<file path="src/rtl/ula_pkg.sv">
// Shared definitions for the ULA multi-cycle functional units.
package ula_pkg;

    typedef enum logic [1:0] {
        IDLE = 2'd0,
        CALC = 2'd1,
        DONE = 2'd2
    } div_state_t;

    localparam int          DIV_ITER  = 32;
    localparam int          CNT_W     = 5;
    localparam logic [31:0] DIV0_QUOT = 32'hFFFF_FFFF;

    // Iteration counter value loaded at accept; counts down to zero.
    localparam logic [CNT_W-1:0] CNT_START = CNT_W'(DIV_ITER - 1);

endpackage

</file>
<file path="src/rtl/full_adder_32bit_sub.sv">
// 32-bit subtractor: diff = a - b, computed as a + ~b + 1.
// carry_out = 1 means no borrow (a >= b unsigned); overflow is the signed overflow flag.
module full_adder_32bit_sub (
    input  logic [31:0] a,
    input  logic [31:0] b,
    output logic [31:0] diff,
    output logic        carry_out,
    output logic        overflow
);

    logic [32:0] sum_ext;

    // Two's-complement subtraction with the carry chain kept one bit wider.
    always_comb begin
        sum_ext   = {1'b0, a} + {1'b0, ~b} + 33'd1;
        diff      = sum_ext[31:0];
        carry_out = sum_ext[32];
        overflow  = (a[31] ^ b[31]) & (sum_ext[31] ^ a[31]);
    end

endmodule

</file>
<file path="src/rtl/ula_div_ctrl.sv">
// Restoring 32-bit unsigned divider sequencer around a single subtractor.
// One quotient bit per cycle; valid/ready handshakes on operands and results.
module ula_div_ctrl
    import ula_pkg::*;
(
    input  logic        clk,
    input  logic        rst_n,
    input  logic        in_valid,
    output logic        in_ready,
    input  logic [31:0] dividend,
    input  logic [31:0] divisor,
    output logic        out_valid,
    input  logic        out_ready,
    output logic [31:0] quotient,
    output logic [31:0] remainder,
    output logic        div_by_zero,
    output logic        busy
);

    div_state_t       state_q, state_d;
    logic [CNT_W-1:0] cnt_q, cnt_d;
    logic [31:0]      r_q, r_d;
    logic [31:0]      q_q, q_d;
    logic [31:0]      d_q, d_d;
    logic [31:0]      quot_q, quot_d;
    logic [31:0]      rem_q, rem_d;
    logic             out_valid_q, out_valid_d;
    logic             dbz_q, dbz_d;

    logic [31:0]      trial;
    logic [31:0]      sub_diff;
    logic             sub_carry;
    logic             sub_overflow_unused;
    logic             ge;

    // Shift the next dividend bit into the partial remainder; R[31] is the
    // 33rd bit that falls off and must still count toward the compare.
    assign trial = {r_q[30:0], q_q[31]};
    assign ge    = r_q[31] | sub_carry;

    full_adder_32bit_sub u_sub (
        .a         (trial),
        .b         (d_q),
        .diff      (sub_diff),
        .carry_out (sub_carry),
        .overflow  (sub_overflow_unused)
    );

    // Next-state and datapath updates; every register holds by default.
    always_comb begin
        state_d     = state_q;
        cnt_d       = cnt_q;
        r_d         = r_q;
        q_d         = q_q;
        d_d         = d_q;
        quot_d      = quot_q;
        rem_d       = rem_q;
        out_valid_d = out_valid_q;
        dbz_d       = dbz_q;

        case (state_q)
            IDLE: begin
                if (in_valid) begin
                    if (divisor != 32'd0) begin
                        state_d = CALC;
                        d_d     = divisor;
                        q_d     = dividend;
                        r_d     = 32'd0;
                        cnt_d   = CNT_START;
                    end else begin
                        state_d     = DONE;
                        quot_d      = DIV0_QUOT;
                        rem_d       = dividend;
                        dbz_d       = 1'b1;
                        out_valid_d = 1'b1;
                    end
                end
            end
            CALC: begin
                r_d   = ge ? sub_diff : trial;
                q_d   = {q_q[30:0], ge};
                cnt_d = cnt_q - 1'b1;
                if (cnt_q == '0) begin
                    state_d     = DONE;
                    cnt_d       = '0;
                    quot_d      = {q_q[30:0], ge};
                    rem_d       = ge ? sub_diff : trial;
                    dbz_d       = 1'b0;
                    out_valid_d = 1'b1;
                end
            end
            DONE: begin
                if (out_ready) begin
                    state_d     = IDLE;
                    out_valid_d = 1'b0;
                end
            end
            default: begin
                state_d     = IDLE;
                out_valid_d = 1'b0;
            end
        endcase
    end

    // State and datapath registers with asynchronous clear.
    always_ff @(posedge clk or negedge rst_n) begin
        if (!rst_n) begin
            state_q     <= IDLE;
            cnt_q       <= '0;
            r_q         <= '0;
            q_q         <= '0;
            d_q         <= '0;
            quot_q      <= '0;
            rem_q       <= '0;
            out_valid_q <= 1'b0;
            dbz_q       <= 1'b0;
        end else begin
            state_q     <= state_d;
            cnt_q       <= cnt_d;
            r_q         <= r_d;
            q_q         <= q_d;
            d_q         <= d_d;
            quot_q      <= quot_d;
            rem_q       <= rem_d;
            out_valid_q <= out_valid_d;
            dbz_q       <= dbz_d;
        end
    end

    assign in_ready    = (state_q == IDLE);
    assign busy        = (state_q == CALC);
    assign out_valid   = out_valid_q;
    assign quotient    = quot_q;
    assign remainder   = rem_q;
    assign div_by_zero = dbz_q;

endmodule

</file>
<file path="config.mk">
export PLATFORM = sky130hd
export DESIGN_NAME = ula_div_ctrl
export DESIGN_NICKNAME = d
export VERILOG_FILES = /design/src/rtl/ula_pkg.sv /design/src/rtl/full_adder_32bit_sub.sv /design/src/rtl/ula_div_ctrl.sv
export SDC_FILE = /design/constraint.sdc
export NUM_CORES = 1
export LEC_CHECK = 0
export CORE_UTILIZATION = 25
export DETAILED_ROUTE_END_ITERATION = 10
export HOLD_SLACK_MARGIN = 0.05
export PLACE_DENSITY = 0.54
export SLEW_MARGIN = 15
export SYNTH_ARGS = -nofsm -noshare
export SYNTH_HDL_FRONTEND = slang
export SYNTH_HIERARCHICAL = 1
export SYNTH_SLANG_ARGS = --single-unit
</file>
<file path="constraint.sdc">
create_clock -name clk -period 3.1 [get_ports clk]
set_input_delay 0.62 -clock clk [delete_from_list [all_inputs] [get_ports clk]]
set_output_delay 0.62 -clock clk [all_outputs]
set_load 0.02 [all_outputs]
</file>
==> impl_metrics.json <==
{
  "final-max-slew-violation-count": 0,
  "layout-drive-gt1-share_pct": 20.5,
  "antennaDiodeCount": 0,
  "clock_skew_ns": 0.00792,
  "period_minus_slack_ns": 3.05,
  "final_estimated_routing_congestion_in_global_placement": 0.848,
  "hold_buffers": 0,
  "final_cells": 1658,
  "first_pass_grt_wire_length_um": 45100,
  "timing.final.ws_setup_ns": 0.0540,
  "grt-ovfl-total": 0,
  "synth.avg_cell_area_um2": 9.38,
  "floorplan.core_area_mm2": 0.0357,
  "io_buffers": 135,
  "worstPathMaxFanout": 7,
  "final_min_period_over_clock_period_pct": 98.3,
  "critical_path_arrival_ns": 3.37,
  "postRouteWirelength_um": 29300,
  "grt_usage_pct": 15.7,
  "endpoint_kind": "flop",
  "timing.final.setup_violations": 0,
  "clock_path_buffers": 2,
  "start_kind": "flop",
  "timing_worst_slew_pin_value_ns": 0.680,
  "rows": 69,
  "netlist_area_mm2": 0.00911,
  "clock_sink_count": 169,
  "final_design_area_no_fill_mm2": 0.0127,
  "leakagePower_nw": 5.58,
  "number_of_global_route_vias_before_repair": 8016,
  "post-route-drc-count": 11,
  "die-height_um": 193,
  "cells_after_dpl": 1622,
  "power.density_mw_per_mm2": 1340,
  "syn_inst": 972,
  "detailedPlacementHpwl_um": 22000,
  "fp.dieArea_mm2": 0.0372,
  "area_growth_pct": 39.3,
  "grt_setup_unrepaired": "true",
  "tritoncts": "done",
  "io_pins": 136,
  "htree_num_levels": 4,
  "clkSlewWorstSetupHoldPaths_ns": 0.07,
  "post_drt_antenna_nets": 0,
  "placed_area_mm2": 0.0118,
  "p_total_mw": 17.1,
  "drt_pass_1_iters": 8,
  "initial_core_util_pct": 25.5,
  "final.hold.worst_slack_ns": 0.178,
  "detail_route.wl_per_cell_um": 17.7,
  "via_count": 8199,
  "critPathRequiredTime_ns": 3.42,
  "worstSkewPairLatency_ns": 0.43,
  "maxCapViolCount": 0,
  "maximum_number_of_pins_on_one_net_before_global_route_repair": 64,
  "detailedPlace.worstSlack_ns": -0.0578,
  "status": "finished, violations left",
  "grt_antenna_before_repair": 0,
  "finish.net_count": 1287,
  "cts-root-buf": "sky130_fd_sc_hd__clkbuf_16",
  "timing_worst_setup_path_type": "flop to flop",
  "ir_drop_v": 0.000473,
  "clock.fmax_mhz": 328,
  "drt-vias-per-instance": 4.95,
  "ys_warn_count": 6,
  "hold_path.class": "input pin to async pin",
  "drt-initial-drc-count": 624,
  "violations": "design-rule violations",
  "cts-buffers-inserted": 17,
  "number_of_nets_in_the_synthesized_netlist": 1074,
  "chipWidth_um": 193,
  "max_slew_headroom_pct": 54.7,
  "timing.final.hold_violations": 0
}
==> stage by stage <==
step                      utilization [%]  TNS (ns)
after global routing                 35.5    -0.871
after floorplan                         -     -1.79
final                                35.5         0
after CTS                            34.9         0
after global placement               33.0    -0.229
after detailed placement             33.0    -0.234
==> repair_timing <==
item,in CTS,in global routing
buffers inserted,3,0
resized for setup,8,66
cloned,0,2
pin swaps,8,27
setup endpoints to repair,15,59
==> worst paths after layout <==
check | start | to | slack [ns] | depth (start not counted)
max in group asynchronous | rst_n | cnt_q[0] | 2.10 | 2
min in group clk | out_valid | out_valid | 0.48 | 2
setup / recovery | d_q[0] | r_q[24] | 0.05 | 13
hold reg to reg | out_valid | out_valid | 0.48 | 2
hold / removal | rst_n | div_by_zero | 0.18 | 1
setup reg to reg | d_q[0] | r_q[24] | 0.05 | 13
==> flip-flops by register name (all words and copies together), names as in the netlist <==
| signal | cells |
|---|---|
| div_by_zero | 1 |
| quotient | 32 |
| q_q | 32 |
| d_q | 32 |
| out_valid | 1 |
| state_q | 2 |
| r_q | 32 |
| cnt_q | 5 |
| remainder | 32 |
==> worst max-delay path, stage by stage, from the launching register on <==
cell,delay (ns)
sky130_fd_sc_hd__dfrtp_1,0.42
sky130_fd_sc_hd__ha_4,0.18
sky130_fd_sc_hd__fa_2,0.38
sky130_fd_sc_hd__nand2b_4,0.16
sky130_fd_sc_hd__a21oi_4,0.18
sky130_fd_sc_hd__o211ai_1,0.14
sky130_fd_sc_hd__and3_4,0.23
sky130_fd_sc_hd__buf_4,0.17
sky130_fd_sc_hd__or3_1,0.37
sky130_fd_sc_hd__o311a_1,0.14
sky130_fd_sc_hd__o21ai_1,0.16
sky130_fd_sc_hd__a21oi_2,0.11
sky130_fd_sc_hd__buf_4,0.16
sky130_fd_sc_hd__a21o_1,0.15
==> metal layers <==
layer,vias up,part of all wire (%),global-route usage (%)
met2,174,46,24.4
li1,3928,-,-
met3,32,4.7,2.82
met4,0,1.9,5.05
met1,4065,47,22.1
met5,-,0,0
==> report_power, final <==
group	internal (mW)	total (mW)	switching (mW)
Combinational	5.40	11.2	5.75
Sequential	3.00	3.63	0.635
Clock	1.35	2.28	0.927
Total	9.75	17.1	7.32
==> layout make-up <==
cell class	instances	area, um^2
clock buffer	17	425
clock inverter	14	199
fill	3653	23000
inverter	75	282
multi-input combinational	666	4540
sequential	169	4230
tap	461	577
timing repair buffer	256	2440
==> layout by cell type, fill, tap and decap left out, drive strengths merged, types with 4 or more instances in the layout <==
cell type and instances:
a211oi 5, a21o 42, a21oi 134, a31oi 4, buf 122, bufinv 4
clkbuf 17, clkdlybuf4s50 134, clkinv 6, dfrtp 169, ha 33, inv 76
mux2 32, nand2 109, nand2b 8, nand3 7, nand4 9, nor2 25
nor3 11, nor4 10, o211ai 8, o21a 6, o21ai 59, o21bai 7
o22a 31, o22ai 62, xnor2 19, xor2 7
Power figures use the tool's default switching activity.
